## src/rtl/avr_vio.sv

```systemverilog
// avr_vio: memory-mapped video/timer I/O on the AVR data bus (VRAM pointer, pixel writes, tick/IRQ).
// Define AVR_VIO_FIFO_EN for the buffered, back-pressured pixel path; otherwise writes go out unbuffered.
module avr_vio #(
  parameter logic [15:0] BASE       = 16'h0020,
  parameter int          AW         = 16,
  parameter int          DW         = 4,
  parameter int          ROW_STEP   = 256,
  parameter int          FIFO_DEPTH = 8,
  parameter int          TICK_DIV   = 250,
  parameter logic [2:0]  IRQ_VECT   = 3'd1
) (
  input  logic          clock_25,
  input  logic          reset_n,
  input  logic [15:0]   address,
  input  logic          we,
  input  logic [7:0]    data_o,
  output logic [7:0]    data_rd,
  output logic          hit,
  output logic [AW-1:0] vram_a,
  output logic [DW-1:0] vram_d,
  output logic          vram_w,
  input  logic          vram_ready,
  output logic [3:0]    border,
  output logic [7:0]    vconfig,
  output logic          intr,
  output logic [2:0]    vect
);

  localparam int PSW = $clog2(TICK_DIV);

  logic [15:0]   w_off16;
  logic [2:0]    w_off;
  logic          w_wr;
  logic          w_data_wr;
  logic [15:0]   w_ptr_ext;
  logic          w_push;
  logic          w_full;
  logic          w_empty;
  logic          w_ovf_set;
  logic          w_presc_wrap;
  logic          w_pend_set;
  logic          w_pend_nxt;
  logic          w_ovf_nxt;
  logic [7:0]    w_vcfg_nxt;
  logic [7:0]    w_status;

  logic [AW-1:0] r_ptr;
  logic [3:0]    r_border;
  logic [7:0]    r_vconfig;
  logic [15:0]   r_tick;
  logic [PSW-1:0] r_presc;
  logic [7:0]    r_shadow;
  logic          r_pend;
  logic          r_ovf;
  logic          r_intr;

  // Pointer advance: X-step and Y-step combine, DIR selects subtract; wraps modulo 2^AW.
  function automatic logic [AW-1:0] f_step(input logic [AW-1:0] ptr, input logic [7:0] cfg);
    logic [AW-1:0] delta;
    delta = (cfg[2] ? AW'(1) : '0) + (cfg[3] ? AW'(ROW_STEP) : '0);
    return cfg[4] ? ptr - delta : ptr + delta;
  endfunction

  assign w_off16      = address - BASE;
  assign hit          = (w_off16[15:3] == 13'd0);
  assign w_off        = w_off16[2:0];
  assign w_wr         = we && hit;
  assign w_data_wr    = w_wr && (w_off == 3'd2);
  assign w_ptr_ext    = 16'(r_ptr);
  assign w_presc_wrap = (r_presc == PSW'(TICK_DIV - 1));
  assign w_pend_set   = w_presc_wrap && (r_tick[7:0] == 8'hFF);
  assign w_status     = {4'b0000, r_ovf, r_pend, w_empty, w_full};

  assign border  = r_border;
  assign vconfig = r_vconfig;
  assign intr    = r_intr;
  assign vect    = IRQ_VECT;

  // Sticky flags: a set in the same cycle as a write-1-to-clear wins.
  always_comb begin
    w_pend_nxt = r_pend;
    w_ovf_nxt  = r_ovf;
    w_vcfg_nxt = r_vconfig;
    if (w_wr && (w_off == 3'd3)) begin
      if (data_o[2]) w_pend_nxt = 1'b0;
      if (data_o[3]) w_ovf_nxt  = 1'b0;
    end
    if (w_pend_set) w_pend_nxt = 1'b1;
    if (w_ovf_set)  w_ovf_nxt  = 1'b1;
    if (w_wr && (w_off == 3'd7)) w_vcfg_nxt = data_o;
  end

  always_comb begin
    data_rd = 8'h00;
    if (hit) begin
      case (w_off)
        3'd0:    data_rd = w_ptr_ext[7:0];
        3'd1:    data_rd = w_ptr_ext[15:8];
        3'd3:    data_rd = w_status;
        3'd4:    data_rd = r_tick[7:0];
        3'd5:    data_rd = r_shadow;
        3'd6:    data_rd = {4'b0000, r_border};
        3'd7:    data_rd = r_vconfig;
        default: data_rd = 8'h00;
      endcase
    end
  end

  // intr is registered from the next-state values so it follows the flag on the same edge.
  always_ff @(posedge clock_25) begin
    if (!reset_n) begin
      r_ptr     <= '0;
      r_border  <= 4'h0;
      r_vconfig <= 8'h04;
      r_tick    <= 16'h0000;
      r_presc   <= '0;
      r_shadow  <= 8'h00;
      r_pend    <= 1'b0;
      r_ovf     <= 1'b0;
      r_intr    <= 1'b0;
    end else begin
      r_presc   <= w_presc_wrap ? '0 : r_presc + 1'b1;
      if (w_presc_wrap) r_tick <= r_tick + 16'd1;
      r_pend    <= w_pend_nxt;
      r_ovf     <= w_ovf_nxt;
      r_vconfig <= w_vcfg_nxt;
      r_intr    <= w_pend_nxt && w_vcfg_nxt[7];
      if (w_wr && (w_off == 3'd6)) r_border <= data_o[3:0];
      // Any cycle that presents TICK_L for reading snapshots the high byte.
      if (hit && !we && (w_off == 3'd4)) r_shadow <= r_tick[15:8];
      if (w_push)
        r_ptr <= f_step(r_ptr, r_vconfig);
      else if (w_wr && (w_off == 3'd0))
        r_ptr <= AW'({w_ptr_ext[15:8], data_o});
      else if (w_wr && (w_off == 3'd1))
        r_ptr <= AW'({data_o, w_ptr_ext[7:0]});
    end
  end

`ifdef AVR_VIO_FIFO_EN
  localparam int PW = $clog2(FIFO_DEPTH);

  logic [AW+DW-1:0] r_mem [FIFO_DEPTH];
  logic [PW:0]      r_wr_idx;
  logic [PW:0]      r_rd_idx;
  logic             w_pop;

  assign w_empty   = (r_wr_idx == r_rd_idx);
  assign w_full    = (r_wr_idx[PW] != r_rd_idx[PW]) && (r_wr_idx[PW-1:0] == r_rd_idx[PW-1:0]);
  assign w_pop     = !w_empty && vram_ready;
  // A pop in the same cycle frees a slot, so a push at full is still taken.
  assign w_push    = w_data_wr && (!w_full || w_pop);
  assign w_ovf_set = w_data_wr && !w_push;

  always_ff @(posedge clock_25) begin
    if (!reset_n) begin
      r_wr_idx <= '0;
      r_rd_idx <= '0;
    end else begin
      if (w_push) r_wr_idx <= r_wr_idx + 1'b1;
      if (w_pop)  r_rd_idx <= r_rd_idx + 1'b1;
    end
  end

  always_ff @(posedge clock_25) begin
    if (w_push) r_mem[r_wr_idx[PW-1:0]] <= {r_ptr, data_o[DW-1:0]};
  end

  assign {vram_a, vram_d} = r_mem[r_rd_idx[PW-1:0]];
  assign vram_w           = !w_empty;
`else
  logic          r_vram_w;
  logic [AW-1:0] r_vram_a;
  logic [DW-1:0] r_vram_d;
  logic          w_unused_ready;

  assign w_unused_ready = vram_ready;
  assign w_empty        = 1'b1;
  assign w_full         = 1'b0;
  assign w_push         = w_data_wr;
  assign w_ovf_set      = 1'b0;

  always_ff @(posedge clock_25) begin
    if (!reset_n) r_vram_w <= 1'b0;
    else          r_vram_w <= w_data_wr;
  end

  always_ff @(posedge clock_25) begin
    if (w_data_wr) begin
      r_vram_a <= r_ptr;
      r_vram_d <= data_o[DW-1:0];
    end
  end

  assign vram_a = r_vram_a;
  assign vram_d = r_vram_d;
  assign vram_w = r_vram_w;
`endif

endmodule

```

## config.mk

```make
export PLATFORM = sky130hd
export DESIGN_NAME = avr_vio
export DESIGN_NICKNAME = d
export VERILOG_FILES = /design/src/rtl/avr_vio.sv
export SDC_FILE = /design/constraint.sdc
export NUM_CORES = 1
export LEC_CHECK = 0
export BUFFER_PORTS_ARGS = -buffer_cell sky130_fd_sc_hd__buf_2
export CAP_MARGIN = 20
export CORE_MARGIN = 2
export CORE_UTILIZATION = 63
export CTS_BUF_LIST = sky130_fd_sc_hd__clkbuf_4
export DETAILED_ROUTE_END_ITERATION = 7
export GPL_TIMING_DRIVEN = 0
export PLACE_DENSITY = 0.88
export SLEW_MARGIN = 0
export SYNTH_ARGS = -nofsm -noshare
export SYNTH_HDL_FRONTEND = slang
export SYNTH_SLANG_ARGS = --single-unit
```

## constraint.sdc

```tcl
create_clock -name clock_25 -period 5.9 [get_ports clock_25]
set_input_delay 0.295 -clock clock_25 [delete_from_list [all_inputs] [get_ports clock_25]]
set_output_delay 0.295 -clock clock_25 [all_outputs]
set_load 0.01 [all_outputs]
```

==> impl_results.md <==
* Status: finished clean
* Clk buf depth at 2
* # hold bufs at CTS at 0
* Fillcell total at 530
* GRT overflow at 0
* Fin Setup TNS at 0 ns
* Minimum clock period at 2.86 ns
* #FFs+latches synth at 83
* Peak Freq at 0.350 GHz
* CTS Buf Count at 9
* CTS tree: built
* Initial core utilization at 65.9%
* Design area at 0.00515 mm2
* Fin. Hold Viols at 0
* Post-CTS resize count at 0
* Worst Setup Start Kind: flip-flop
* Synth Cell Area at 0.00455 mm2
* Postcts setup bufs at 0
* Seq/Total Area, Yosys at 40.9%
* Post-DRT Antenna Nets at 0
* Final setup violation count at 0
* Worst Tran Pin Value at 0.599 ns
* Routed Wire Length at 12100 um
* DRT Pass-1 Iters at 5
* Worst Setup EP: r_ptr[14]
* Multi-input gate area at 0.00253 mm2
* Dpl ws at 3.08 ns
* Maximum VDD drop at 0.140 mV
* CP Launch Point: vconfig[3]
* Via count at 4159
* Later-pin clock latency in the skew report at 0.47 ns
* Detailed placer's ending HPWL at 9170 um
* Post-synth EDFFs at 20
* Nets@finish at 624
* Hold WC Path Type: input pin to flip-flop
* Initial DRC Count at 501
* Post-synth top area share at 27.7%
* Rows at 30
* Die W at 89.0 um
* Vias per inst at 6.14
* Vias in the first global route at 3956
* Unrepaired setup endpoints after global routing: false
* DRC viols at 0
* Layout cells sized above 1 at 19.4%
* Setup CP Type: flip-flop to flip-flop
* Slack of the critical path at 3.04 ns
* R2r startpoint: vconfig[3]
* Largest net degree at the start of global routing at 14
* Arr. time, crit path at 3.23 ns
* Worst Skew at 0.00956 ns
* Power Density at 180 mW/mm2
* Critical Path RT at 6.27 ns
* Syn Inst Count at 494
* Clock tree sinks at 83
* Buffers on Ports at 68
* Post-synth top area cell: dfxtp_1
* DIE AREA at 0.00791 mm2
* Max cap viols at 0
* Synth area leaders: dfxtp_1 28%, edfxtp_1 13%, nor2_1 6.1%, mux2i_1 5.9%, ha_1 5.2%
* Post-synthesis cell type count at 65
* Final slew viol count at 0
* H-tree depth at 3
* Prevailing post-synth register cell: dfxtp_1
* RR Endpoint: r_ptr[14]
* DIE HEIGHT at 89.0 um
* R2r setup slk at 3.04 ns
* Initial antenna violation count at 0
* Ys async rst share at 0%
* Routability cong. at 0.906
* Leakage at 2.10 nW
* Mapped Avg Cell Area at 9.21 um2
* CP max FO at 8
* Layout overhead on the synthesized area at 13.2%
* Ant diodes at 0
* CTS Root Cell: clkbuf_4
* Top cells by count, synth: 74 x nor2_1, 63 x dfxtp_1, 34 x a21oi_1
* Relative slew slack at 59.8%
* CTS clk-pin slew, worst paths at 0.13 ns
* First-pass GRT wire length at 19300 um
* R2R depth at 12
* Critical Path Sink Type: flip-flop
* Post-detailed-route wirelength per cell at 17.9 um
* IO Count at 74
* Most numerous cell in the Yosys netlist: nor2_1
* Yosys Warn Count at 0
* Core ar. at 0.00691 mm2
* Total area of sequential cells at 0.00186 mm2
* Total Routing Usage GR at 32.0%
* Area after detailed placement at 0.00504 mm2
* Final period utilization at 48.4%
==> area by class of cell <==
type | instances | area share, %
multi-input combinational | 373 | 49.1
sequential | 83 | 36.2
timing repair buffer | 70 | 7.05
tap | 96 | 2.33
buffer | 24 | 2.11
clock buffer | 10 | 1.46
inverter | 15 | 1.09
clock inverter | 6 | 0.632
==> worst min path at each step <==
stage               slack [ns]  depth (start not counted)         end       start
floorplan                 0.39                          0   vram_d[0]   data_o[0]
global placement          0.44                          1  r_presc[0]  r_presc[0]
detailed placement        0.47                          1  r_presc[0]  r_presc[0]
CTS                       0.08                          1   vram_d[1]   data_o[1]
global route              0.09                          1   vram_d[1]   data_o[1]
finish                    0.08                          1   vram_d[1]   data_o[1]
==> per-stage QoR <==
stage	util, %	std cells	hold WS [ns]	total power [mW]
6_report	74.5	677	0.0816	0.926
5_1_grt	74.5	677	0.0913	0.952
4_1_cts	74.5	677	0.0838	0.921
3_5_place_dp	73.0	661	0.466	0.652
3_3_place_gp	72.6	659	0.443	0.651
2_1_floorplan	-	495	0.394	0.628
==> critical path, cell delays in order (launching register included) <==
cell	delay (ns)
dfxtp_1	0.47
inv_1	0.07
ha_1	0.18
nor2_1	0.19
inv_1	0.19
ha_1	0.30
clkbuf_1	0.18
a211oi_1	0.28
nor2_1	0.10
o41ai_1	0.40
a21oi_1	0.13
o21ai_0	0.19
a21oi_1	0.08
==> cell families (layout without fill, tap and decap cells) <==
family,Yosys count,in the layout,synth area share (%)
buffers and inverters,39,125,3.63
xor gates and xnor gates,24,24,4.62
DFF,83,83,40.9
AOI/OAI and AO/OA,103,103,14.5
adders and majority gates,20,20,5.67
other,2,3,0.165
muxes,34,34,8.91
and+or+nand+nor,189,189,21.5
==> power breakdown <==
group | switching (mW) | total, mW | internal, mW
Sequential | 0.00151 | 0.583 | 0.581
Clock | 0.197 | 0.284 | 0.0868
Combinational | 0.0384 | 0.0589 | 0.0206
Total | 0.237 | 0.926 | 0.688
==> flip-flops by register name, indices dropped and copies added, names as in the netlist <==
name	flops
r_presc	8
intr	1
vram_a	16
border	4
vram_w	1
vconfig	8
vram_d	4
r_tick	16
r_shadow	8
r_ptr	16
r_pend	1
==> metal layers <==
metal / vias to the layer above / wire, um / part of all wire, % / track usage, %
met2: 212 / 6020 / 50 / 53.5
met5: - / 0 / 0 / 0
met4: 0 / 350 / 2.9 / 15.1
li1: 1947 / - / - / -
met1: 1959 / 4640 / 38 / 40.1
met3: 41 / 1090 / 9.0 / 6.19
==> placed cells by master, fill, tap and decap left out, types with 5 or more instances in the layout <==
cell and n:
dfxtp_1 63, o21ai_0 21, and3_1 7, nor3_1 9
nand2b_1 10, or3_1 5, buf_2 74, nand4_1 6
mux2i_1 27, a211oi_1 8, o21a_1 6, clkbuf_1 11
edfxtp_1 20, clkbuf_4 10, a21oi_1 34, xnor2_1 16
nor2_1 74, nand2_1 25, nand3_1 23, inv_1 15
xor2_1 8, o211ai_1 6, ha_1 19, mux4_2 5
No activity file was read; power rests on OpenSTA's default activity.
